`config.mk`:
```
export PLATFORM = sky130hd
export DESIGN_NAME = wide_add_ctrl
export DESIGN_NICKNAME = d
export VERILOG_FILES = /design/src/rtl/adder_ctrl_pkg.sv /design/src/rtl/ripple_adder.sv /design/src/rtl/wide_add_ctrl.sv
export SDC_FILE = /design/constraint.sdc
export NUM_CORES = 1
export LEC_CHECK = 0
export ABC_AREA = 0
export ABC_CLOCK_PERIOD_IN_PS = 7490
export BUFFER_PORTS_ARGS = -buffer_cell sky130_fd_sc_hd__buf_4
export CAP_MARGIN = 15
export CORE_MARGIN = 1
export CORE_UTILIZATION = 49
export CTS_CLUSTER_SIZE = 28
export DETAILED_ROUTE_END_ITERATION = 10
export GPL_TIMING_DRIVEN = 0
export PLACE_DENSITY_LB_ADDON = 0.08
export SYNTH_ARGS = -nofsm -noshare
export SYNTH_HDL_FRONTEND = slang
export SYNTH_SLANG_ARGS = --single-unit
export TNS_END_PERCENT = 100
```
`constraint.sdc`:
```
create_clock -name Clk -period 7.49 [get_ports Clk]
set_input_delay 0.3745 -clock Clk [delete_from_list [all_inputs] [get_ports Clk]]
set_output_delay 0.3745 -clock Clk [all_outputs]
set_load 0.02 [all_outputs]
```
`src/rtl/adder_ctrl_pkg.sv`:
```
// Shared definitions for the wide add/subtract controller and its 16-bit slice adder.
package adder_ctrl_pkg;

  localparam int unsigned SLICE_W = 16;

  typedef enum logic [1:0] {
    IDLE,
    RUN,
    DONE
  } state_t;

endpackage

```
`src/rtl/ripple_adder.sv`:
```
// 16-bit ripple-carry adder; the one slice adder shared by wide_add_ctrl.
module ripple_adder
  import adder_ctrl_pkg::*;
(
  input  logic [SLICE_W-1:0] A,
  input  logic [SLICE_W-1:0] B,
  input  logic               cin,
  output logic [SLICE_W-1:0] S,
  output logic               cout
);

  logic carry;

  always_comb begin
    S     = '0;
    carry = cin;
    for (int unsigned i = 0; i < SLICE_W; i++) begin
      S[i]  = A[i] ^ B[i] ^ carry;
      carry = (A[i] & B[i]) | (carry & (A[i] ^ B[i]));
    end
    cout = carry;
  end

endmodule

```
`src/rtl/wide_add_ctrl.sv`:
```
// Multi-cycle SLICES x 16-bit add/subtract that walks one shared 16-bit adder
// across the operands, LSB slice first, chaining the carry between slices.
module wide_add_ctrl
  import adder_ctrl_pkg::*;
#(
  parameter int unsigned SLICES = 4
) (
  input  logic                      Clk,
  input  logic                      Reset,
  input  logic                      start,
  input  logic                      op_sub,
  input  logic [SLICE_W*SLICES-1:0] A,
  input  logic [SLICE_W*SLICES-1:0] B,
  input  logic                      cin,
  output logic [SLICE_W*SLICES-1:0] S,
  output logic                      cout,
  output logic                      ovf,
  output logic                      busy,
  output logic                      done
);

  localparam int unsigned W     = SLICE_W * SLICES;
  localparam int unsigned IDX_W = (SLICES > 1) ? $clog2(SLICES) : 1;

  state_t             state, next_state;
  logic [IDX_W-1:0]   idx;
  logic [W-1:0]       op_a, op_b;
  logic               carry;
  logic [SLICE_W-1:0] slice_a, slice_b, slice_sum;
  logic               slice_cout;
  logic               last_slice;

  assign slice_a    = op_a[SLICE_W*idx +: SLICE_W];
  assign slice_b    = op_b[SLICE_W*idx +: SLICE_W];
  assign last_slice = (idx == IDX_W'(SLICES - 1));

  ripple_adder u_adder (
    .A    (slice_a),
    .B    (slice_b),
    .cin  (carry),
    .S    (slice_sum),
    .cout (slice_cout)
  );

  always_ff @(posedge Clk or posedge Reset) begin
    if (Reset) state <= IDLE;
    else       state <= next_state;
  end

  always_comb begin
    next_state = state;
    case (state)
      IDLE:    if (start) next_state = RUN;
      RUN:     if (last_slice) next_state = DONE;
      DONE:    next_state = IDLE;
      default: next_state = IDLE;
    endcase
  end

  always_comb begin
    busy = (state == RUN) || (state == DONE);
    done = (state == DONE);
  end

  // Subtract is A + ~B + 1: invert B at acceptance and force the initial carry.
  always_ff @(posedge Clk or posedge Reset) begin
    if (Reset) begin
      idx   <= '0;
      op_a  <= '0;
      op_b  <= '0;
      carry <= 1'b0;
      S     <= '0;
      cout  <= 1'b0;
      ovf   <= 1'b0;
    end else begin
      case (state)
        IDLE: begin
          if (start) begin
            op_a  <= A;
            op_b  <= op_sub ? ~B : B;
            carry <= op_sub ? 1'b1 : cin;
            idx   <= '0;
          end
        end
        RUN: begin
          S[SLICE_W*idx +: SLICE_W] <= slice_sum;
          carry                     <= slice_cout;
          if (last_slice) begin
            cout <= slice_cout;
            ovf  <= (op_a[W-1] == op_b[W-1]) && (slice_sum[SLICE_W-1] != op_a[W-1]);
            idx  <= '0;
          end else begin
            idx <= idx + 1'b1;
          end
        end
        default: ;
      endcase
    end
  end

endmodule

```
==> flow_metrics.env, run 1 <==
export IMPL_cellPowerDensity_nw_per_um2=471
export IMPL_num_vias=6340
export IMPL_cts_sink_count=199
export IMPL_die_h_microns=139
export IMPL_final_max_slew_viol_count=0
export IMPL_netlist_area_sq_um=9140
export IMPL_dp_cells=1190
export IMPL_count_of_h_tree_levels_built_during_cts=4
export IMPL_setup_reg_to_reg_worst_slack_ns=0.25
export IMPL_type_of_the_worst_setup_path="reg2reg"
export IMPL_drt_initial_drc_count=378
export IMPL_grt_pass1_vias=6425
export IMPL_gp_routability_congestion=0.810
export IMPL_cp_common_cell="sky130_fd_sc_hd__fa_2"
export IMPL_startpoint_type="register"
export IMPL_hold_viol_final=0
export IMPL_run_status="finished with violations"
export IMPL_yosysWarningCount=0
export IMPL_layout_fillers=1495
export IMPL_global_route_wire_length_before_repair_mm=35.9
export IMPL_timing_clock_skew_ns=0.0123
export IMPL_fin_setup_tns_ns=0
export IMPL_max_cap_violations=0
export IMPL_cts_buffers=17
export IMPL_unrepaired_setup_endpoints_after_global_routing="false"
export IMPL_post_dr_wirelength_cell_microns=18.3
export IMPL_critPathCaptureType="register"
export IMPL_per_cell_via_count_in_the_routed_design=5.18
export IMPL_synth_net_count=918
export IMPL_layout_cells_non_filler=1225
export IMPL_p_total_w=0.00548
export IMPL_syn_inst=760
export IMPL_drt_pre_antenna_iters=8
export IMPL_clock_path_buffers=2
export IMPL_postRouteAntennaNets=0
export IMPL_io_buffers=200
export IMPL_layout_cells_most_common="sky130_fd_sc_hd__buf_4"
export IMPL_cp_max_fo=5
export IMPL_violations="design-rule violations"
export IMPL_layout_drive_gt1_share_pct=38.5
export IMPL_setup_violations=0
export IMPL_gr_usage_all_layers_pct=24.9
export IMPL_top_library_cells_by_usage_in_the_layout_fill_and_taps_aside="sky130_fd_sc_hd__buf_4, sky130_fd_sc_hd__dfrtp_1, sky130_fd_sc_hd__nand2_1"
export IMPL_remaining_drc_errors=17
export IMPL_rr_startpoint="idx[0]"
export IMPL_p_leak_nw=5.38
export IMPL_layout_worst_path_cycle_share_pct=96.7
export IMPL_post_dp_hpwl_mm=16.9
export IMPL_crit_slowest_cell="sky130_fd_sc_hd__fa_2"
export IMPL_clock_tree_from_tritoncts="yes"
export IMPL_hold_ws_ns=0.0495
export IMPL_clk_insertion_delay_late_ns=0.43
export IMPL_hold_path_class="in2async"
export IMPL_reg2reg_depth=25
export IMPL_initial_antenna_violation_count=0
export IMPL_dieWidth_microns=139
export IMPL_grt_max_degree=108
export IMPL_rows=49
export IMPL_critPathRequiredTime_ns=7.83
export IMPL_detail_route_wirelength_mm=22.4
export IMPL_clock_fmax_ghz=0.138
export IMPL_synthesized_flop_and_latch_total=199
export IMPL_ioPinCount=201
export IMPL_nets=1142
export IMPL_die_area_sq_um=19200
export IMPL_core_area_sq_um=18100
export IMPL_start_util_pct=50.4
export IMPL_crit_reg2reg_capture="ovf"
export IMPL_timing_critical_path_slowest_cell_delay_ns=0.46
export IMPL_synth_yosys_seq_area_share_pct=54.5
export IMPL_root_buffer="sky130_fd_sc_hd__clkbuf_16"
export IMPL_min_period_ns=7.24
export IMPL_hold_buffers=0
export IMPL_path_clk_slew_ns=0.07
export IMPL_worst_pin_slew_ns=0.759
export IMPL_placed_cell_area_sq_um=11000
export IMPL_timing_max_slew_rel_slack_pct=49.4
export IMPL_antenna_diode_count=0
export IMPL_distinct_cell_type_count_after_synthesis=28
export IMPL_worstPathArrival_ns=7.59
export IMPL_synth_area_per_cell_sq_um=12.0
export IMPL_power_ir_vdd_worst_uv=229
export IMPL_postLayoutCellArea_sq_um=11600
export IMPL_globalRoute_totalOverflow=0
export IMPL_layout_area_overhead_vs_synth_pct=27.4
[what timing repair did]
action | CTS | global route
buffers inserted | 6 | 0
pin swaps | 2 | 2
endpoints found under the setup margin | 11 | 5
resized for setup | 11 | 4
[cell families (layout without fill, tap and decap cells)]
| logic type | Yosys count | count (layout) | synth area share, % |
|---|---|---|---|
| muxes | 98 | 98 | 16.0 |
| adders and majority gates | 25 | 25 | 4.74 |
| DFF | 199 | 199 | 54.5 |
| AOI/OAI and AO/OA | 138 | 138 | 8.12 |
| buffers and inverters | 87 | 323 | 4.01 |
| xor gates and xnor gates | 64 | 64 | 6.13 |
| and+or+nand+nor | 149 | 149 | 6.53 |
[synthesized netlist by cell type (all sizes together)]
cell,number,area share [%]
xnor2,64,6.1
nor2b,1,0.068
mux4,32,7.9
dfrtp,199,54
o31ai,1,0.082
nand2b,2,0.14
and3b,1,0.096
ha,9,1.2
or4,1,0.082
nor4bb,1,0.11
mux2,65,8.0
clkbuf,23,0.94
inv,41,1.7
or4b,1,0.15
a32o,1,0.11
nand2,137,5.6
buf,23,1.4
o221a,1,0.12
fa,16,3.5
mux2i,1,0.11
nand4,2,0.14
nor2,3,0.12
a21oi,5,0.27
o21ai,130,7.5
[where the power goes]
part / total [W] / internal, W / leakage [nW] / switching, W
Sequential: 0.00182 / 0.00155 / 2.51 / 0.000266
Clock: 0.000923 / 0.000520 / 0.279 / 0.000402
Combinational: 0.00274 / 0.00126 / 2.60 / 0.00149
[critical path, delay by kind of cell (launching register included)]
family	cells	cell delay, ns
AOI/OAI and AO/OA	2	0.17
adders and majority gates	16	5.62
buffers and inverters	5	0.41
DFF	1	0.41
muxes	1	0.34
and+or+nand+nor	1	0.22
[metrics by stage]
step	util [%]	setup slack, ns
finish	64.2	0.249
detailed placement	60.5	-0.743
CTS	64.1	0.0182
global placement	60.3	-0.643
global route	64.2	0.000864
floorplan	-	0.0262
[registers in the layout, summed over array words and instances (netlist names)]
name,count
op_a,64
cout,1
ovf,1
S,64
op_b,64
carry,1
idx,2
state,2
[how the worst max path moves through the flow]
stage               startpoint  endpoint  cells past startpoint
global placement        idx[1]       ovf                     26
global route            idx[0]       ovf                     25
CTS                     idx[0]       ovf                     25
floorplan               idx[0]       ovf                     26
finish                  idx[0]       ovf                     25
detailed placement      idx[1]       ovf                     26
[routing by layer]
metal  part of all wire (%)  track usage [%]  up-vias  routed length, microns
met3                    4.6             3.90       21                    1030
met5                      0                0        -                       0
li1                       -                -     3002                       -
met2                     48             40.2      198                   10900
met4                    1.3             7.16        0                     303
met1                     46             35.0     3119                   10200
[cell type report]
class / count / area (sq um) / area share, %
Sequential cell: 199 / 4980 / 42.8
Buffer: 44 / 226 / 1.94
Clock buffer: 22 / 474 / 4.07
Clock inverter: 9 / 118 / 1.01
Timing Repair Buffer: 207 / 1570 / 13.5
Inverter: 41 / 161 / 1.39
Multi-Input combinational cell: 474 / 3830 / 32.9
Tap cell: 229 / 287 / 2.46
No activity file was read; power rests on OpenSTA's default activity.
==> inputs of run 2 (changes only) <==
CELL_PAD_IN_SITES_DETAIL_PLACEMENT = 1   (was not set)
CELL_PAD_IN_SITES_GLOBAL_PLACEMENT = 2   (was not set)
CORE_UTILIZATION = 25   (was 49)
GPL_ROUTABILITY_DRIVEN = 0   (was not set)
==> run 2 against run 1 <==
  * The flow still finishes with violations (design-rule violations)
  * Maximum frequency is 0.21% lower
  * Highest routed layer unchanged
  * Flip-flop and latch count stayed put
  * Power is 8.8% higher
  * Non-clock buffer count is 2 higher
  * Largest power group unchanged
  * Register-to-register slack worse by 0.02 ns
  * Cell count is 19% higher
  * Clock skew is 0.00076 ns higher
  * Die area is 94% higher
  * Sequential power hardly changed
  * Sequential share of layout area is 1.3 points lower
  * Via count hardly changed
==> flow_metrics.env, run 2 (synthesis gave the netlist of run 1 again) <==
export IMPL_timing_max_slew_rel_slack_pct=44.8
export IMPL_dieWidth_microns=193
export IMPL_cp_common_cell="sky130_fd_sc_hd__fa_2"
export IMPL_p_total_w=0.00597
export IMPL_type_of_the_worst_setup_path="reg2reg"
export IMPL_clk_insertion_delay_late_ns=0.44
export IMPL_rr_startpoint="idx[0]"
export IMPL_globalRoute_totalOverflow=0
export IMPL_count_of_h_tree_levels_built_during_cts=4
export IMPL_cp_max_fo=4
export IMPL_violations="design-rule violations"
export IMPL_cts_buffers=17
export IMPL_crit_slowest_cell="sky130_fd_sc_hd__dfrtp_2"
export IMPL_path_clk_slew_ns=0.08
export IMPL_layout_cells_most_common="sky130_fd_sc_hd__buf_4"
export IMPL_clock_path_buffers=2
export IMPL_die_area_sq_um=37300
export IMPL_hold_path_class="in2async"
export IMPL_worstPathArrival_ns=7.63
export IMPL_layout_fillers=4005
export IMPL_per_cell_via_count_in_the_routed_design=4.34
export IMPL_min_period_ns=7.26
export IMPL_detail_route_wirelength_mm=30.0
export IMPL_timing_critical_path_slowest_cell_delay_ns=0.44
export IMPL_p_leak_nw=5.42
export IMPL_post_dp_hpwl_mm=22.8
export IMPL_max_cap_violations=0
export IMPL_postRouteAntennaNets=0
export IMPL_cts_sink_count=199
export IMPL_start_util_pct=25.6
export IMPL_core_area_sq_um=35700
export IMPL_num_vias=6335
export IMPL_ioPinCount=201
export IMPL_critPathRequiredTime_ns=7.86
export IMPL_layout_cells_non_filler=1459
export IMPL_hold_ws_ns=0.0941
export IMPL_cellPowerDensity_nw_per_um2=496
export IMPL_final_max_slew_viol_count=0
export IMPL_setup_reg_to_reg_worst_slack_ns=0.23
export IMPL_timing_clock_skew_ns=0.0130
export IMPL_drt_pre_antenna_iters=10
export IMPL_layout_drive_gt1_share_pct=39.8
export IMPL_remaining_drc_errors=11
export IMPL_grt_pass1_vias=7010
export IMPL_layout_worst_path_cycle_share_pct=96.9
export IMPL_gr_usage_all_layers_pct=16.7
export IMPL_initial_antenna_violation_count=1
export IMPL_rows=69
export IMPL_nets=1144
export IMPL_root_buffer="sky130_fd_sc_hd__clkbuf_16"
export IMPL_worst_pin_slew_ns=0.829
export IMPL_hold_buffers=0
export IMPL_dp_cells=1422
export IMPL_startpoint_type="register"
export IMPL_global_route_wire_length_before_repair_mm=45.7
export IMPL_biggestRegsByFlops="S x64, op_a x64, op_b x64"
export IMPL_top_library_cells_by_usage_in_the_layout_fill_and_taps_aside="sky130_fd_sc_hd__buf_4, sky130_fd_sc_hd__dfrtp_1, sky130_fd_sc_hd__nand2_1"
export IMPL_io_buffers=200
export IMPL_reg2reg_depth=25
export IMPL_crit_reg2reg_capture="ovf"
export IMPL_critPathCaptureType="register"
export IMPL_post_dr_wirelength_cell_microns=20.5
export IMPL_hold_viol_final=0
export IMPL_setup_violations=0
export IMPL_power_ir_vdd_worst_uv=215
export IMPL_die_h_microns=193
export IMPL_grt_max_degree=113
export IMPL_clock_fmax_ghz=0.138
export IMPL_unrepaired_setup_endpoints_after_global_routing="true"
export IMPL_run_status="finished with violations"
export IMPL_clock_tree_from_tritoncts="yes"
export IMPL_drt_initial_drc_count=248
export IMPL_layout_area_overhead_vs_synth_pct=31.5
==> run 2: cell types whose count changed in the layout (fill, tap and decap cells not counted), sizes merged <==
cell | previous run | this run
clkbuf | 44 | 42
diode | 0 | 1
inv | 42 | 43
bufinv | 2 | 4
clkinv | 3 | 4
clkinvlp | 3 | 0
buf | 229 | 231
==> run 2: where the power goes <==
| part | internal (W) | total, W | switching [W] |
|---|---|---|---|
| Combinational | 0.00136 | 0.00312 | 0.00175 |
| Sequential | 0.00155 | 0.00183 | 0.000280 |
| Clock | 0.000578 | 0.00102 | 0.000440 |
==> run 2: repair_timing <==
action,4_1_cts,5_1_grt
resized for setup,32,4
setup buffers,8,0
pin swaps,6,3
endpoints found under the setup margin,15,5
==> run 2: how the worst max path moves through the flow <==
stage / start / end / slack [ns]
after CTS: idx[0] / ovf / -0.007
after detailed placement: idx[1] / ovf / -1.04
final: idx[0] / ovf / 0.23
after global routing: idx[1] / ovf / -0.007
after floorplan: idx[0] / ovf / 0.03
after global placement: Reset / op_b[32] / -1.52
==> run 2: per-stage QoR <==
step | utilization, % | TNS, ns | worst slack [ns] | cell area (sq um)
after detailed placement | 31.5 | -8.72 | -1.04 | 11300
after global placement | 31.4 | -302.91 | -1.52 | 11200
after CTS | 33.7 | -0.00743 | -0.00743 | 12000
final | 33.6 | 0 | 0.233 | 12000
after floorplan | - | 0 | 0.0262 | 9160
after global routing | 33.6 | -0.00705 | -0.00705 | 12000
==> run 2: cell type report <==
type	count	area, sq um	share of cell area, %
clock inverters	10	169	1.41
well taps	461	577	4.80
diodes	1	2.50	0.0208
plain buffers	44	239	1.99
repair buffers	209	1590	13.2
flip-flops and latches	199	4980	41.4
multi-input cells	474	3840	31.9
clock buffers	20	457	3.80
inverters	41	164	1.36
==> run 2: per-layer routing <==
| layer | share of wire (%) | track usage (%) | vias to the layer above |
|---|---|---|---|
| li1 | - | - | 3014 |
| met1 | 47 | 22.6 | 3174 |
| met2 | 49 | 27.6 | 128 |
| met3 | 2.9 | 2.81 | 19 |
| met4 | 1.2 | 4.47 | 0 |
| met5 | 0 | 0 | - |
==> run 2: worst max-delay path, delay by kind of cell, from the launching register on <==
family,cells,cell delay (ns)
adders and majority gates,16,5.63
muxes,1,0.37
and+or+nand+nor,1,0.24
AOI/OAI and AO/OA,2,0.14
buffers and inverters,5,0.37
DFF,1,0.44
==> inputs of run 3 (changes only) <==
PLACE_DENSITY_LB_ADDON = 0.1   (was 0.08)
==> run 3 against run 2 <==
  * The flow still finishes with violations (design-rule violations)
  * Sequential share of layout area up 0.19 points
  * Cell count about the same
  * Critical path depth up 1
  * Sequential power about the same
  * Power down 2.0%
  * Clock-buffer cell count down 1
  * Wire length down 0.31%
  * Clock skew up 0.0026 ns
  * First-iteration DRC count up 17%
  * Largest cell class unchanged
  * Largest power group unchanged
==> flow_metrics.env, run 3 (synthesis gave the netlist of run 1 again) <==
export IMPL_cts_buffers=17
export IMPL_worst_setup_path_endpoint="ovf"
export IMPL_crit_path_from="idx[0]"
export IMPL_drt_initial_drc_count=290
export IMPL_hold_viol_final=0
export IMPL_layout_cells_most_common="sky130_fd_sc_hd__buf_4"
export IMPL_die_h_microns=193
export IMPL_detail_route_wirelength_mm=29.9
export IMPL_clk_insertion_delay_late_ns=0.44
export IMPL_startpoint_type="register"
export IMPL_grt_pass1_vias=7147
export IMPL_highest_signal_layer="met4"
export IMPL_rr_startpoint="idx[0]"
export IMPL_cellPowerDensity_nw_per_um2=489
export IMPL_final_max_slew_viol_count=0
export IMPL_worst_pin_slew_ns=0.877
export IMPL_per_cell_via_count_in_the_routed_design=4.37
export IMPL_clock_tree_from_tritoncts="yes"
export IMPL_nets=1144
export IMPL_layout_area_overhead_vs_synth_pct=30.8
export IMPL_gr_usage_all_layers_pct=16.7
export IMPL_p_leak_nw=5.39
export IMPL_initial_antenna_violation_count=0
export IMPL_io_buffers=200
export IMPL_dieWidth_microns=193
export IMPL_root_buffer="sky130_fd_sc_hd__clkbuf_16"
export IMPL_critPathRequiredTime_ns=7.85
export IMPL_setup_violations=0
export IMPL_layout_worst_path_cycle_share_pct=97.6
export IMPL_postLayoutCellArea_sq_um=12000
export IMPL_min_period_ns=7.31
export IMPL_layout_drive_gt1_share_pct=39.5
export IMPL_global_route_wire_length_before_repair_mm=45.8
export IMPL_post_dp_hpwl_mm=22.8
export IMPL_placed_cell_area_sq_um=11300
export IMPL_timing_clock_skew_ns=0.0156
export IMPL_cts_sink_count=199
export IMPL_crit_reg2reg_capture="ovf"
export IMPL_reg2reg_depth=26
export IMPL_unrepaired_setup_endpoints_after_global_routing="true"
export IMPL_type_of_the_worst_setup_path="reg2reg"
export IMPL_setup_reg_to_reg_worst_slack_ns=0.18
export IMPL_worstPathArrival_ns=7.68
export IMPL_p_total_w=0.00585
export IMPL_violations="design-rule violations"
export IMPL_met2RoutedLength_mm=14.8
export IMPL_start_util_pct=25.6
export IMPL_met1_wire_length_mm=13.9
export IMPL_drt_pre_antenna_iters=9
export IMPL_count_of_h_tree_levels_built_during_cts=4
export IMPL_timing_max_slew_rel_slack_pct=41.5
export IMPL_critPathCaptureType="register"
export IMPL_biggestRegsByFlops="S x64, op_a x64, op_b x64"
export IMPL_die_area_sq_um=37300
export IMPL_cp_max_fo=4
export IMPL_met3RoutedLength_microns=892
export IMPL_clock_path_buffers=2
export IMPL_clock_fmax_ghz=0.137
export IMPL_hold_ws_ns=0.119
export IMPL_num_vias=6378
export IMPL_power_ir_vdd_worst_uv=195
export IMPL_rows=69
export IMPL_remaining_drc_errors=5
export IMPL_max_cap_violations=0
export IMPL_path_clk_slew_ns=0.08
export IMPL_hold_path_class="in2async"
export IMPL_core_area_sq_um=35700
export IMPL_timing_critical_path_slowest_cell_delay_ns=0.45
export IMPL_run_status="finished with violations"
export IMPL_layout_fillers=3964
export IMPL_antenna_diode_count=0
export IMPL_crit_slowest_cell="sky130_fd_sc_hd__fa_2"
export IMPL_grt_max_degree=119
export IMPL_post_dr_wirelength_cell_microns=20.5
export IMPL_seq_cell_area_sq_um=4980
export IMPL_multiInputGateArea_sq_um=3840
export IMPL_top_library_cells_by_usage_in_the_layout_fill_and_taps_aside="sky130_fd_sc_hd__buf_4, sky130_fd_sc_hd__dfrtp_1, sky130_fd_sc_hd__nand2_1"
export IMPL_globalRoute_totalOverflow=0
export IMPL_ioPinCount=201
export IMPL_postRouteAntennaNets=0
export IMPL_cp_common_cell="sky130_fd_sc_hd__fa_2"
run 3: layout make-up:
type / instances / share of cell area [%]
timing repair buffer: 207 / 13.2
clock inverter: 13 / 0.952
tap: 461 / 4.82
sequential: 199 / 41.6
buffer: 46 / 2.25
clock buffer: 19 / 3.70
inverter: 41 / 1.37
multi-input combinational: 474 / 32.1
run 3: critical path, delay by kind of cell (launching register included):
family	cells	cell delay [ns]
AO/OA/AOI/OAI	2	0.13
flip-flops	1	0.40
adder cells (fa/ha/maj)	16	5.58
AND/OR/NAND/NOR	1	0.24
buffers and inverters	6	0.52
multiplexers	1	0.38
run 3: how the worst min path moves through the flow:
stage / cells past startpoint / startpoint / to / slack (ns)
finish: 2 / Reset / S[30] / 0.12
global route: 2 / A[5] / op_a[5] / 0.14
floorplan: 2 / op_b[32] / op_b[32] / 0.44
detailed placement: 2 / op_b[34] / op_b[34] / 0.47
CTS: 2 / A[9] / op_a[9] / 0.14
global placement: 2 / op_b[55] / op_b[55] / 0.46
run 3: layer usage:
layer,vias to the layer above,GRT usage (%)
li1,3004,-
met1,3238,22.9
met2,127,28.0
met3,9,2.60
met4,0,3.32
met5,-,0
run 3: repair_timing:
action,CTS,global route
endpoints found under the setup margin,15,5
hold buffers,0,0
resized for setup,32,1
buffers inserted,6,0
pin swaps,6,5
run 3: power by group:
part | switching, W | leakage (nW) | internal (W) | total, W
combinational | 0.00177 | 2.61 | 0.00136 | 0.00313
sequential | 0.000272 | 2.51 | 0.00155 | 0.00182
clock | 0.000454 | 0.270 | 0.000446 | 0.000899
total | 0.00249 | 5.39 | 0.00336 | 0.00585
run 3: metrics by stage:
step                      std cells  worst slack [ns]  setup TNS [ns]  utilization, %
after floorplan                 760            0.0262               0               -
after global placement         1421             -1.45         -291.76            31.4
after detailed placement       1422             -1.12           -9.49            31.5
after CTS                      1460           -0.0332         -0.0388            33.5
after global routing           1460           -0.0132         -0.0132            33.5
final                          1460             0.178               0            33.5
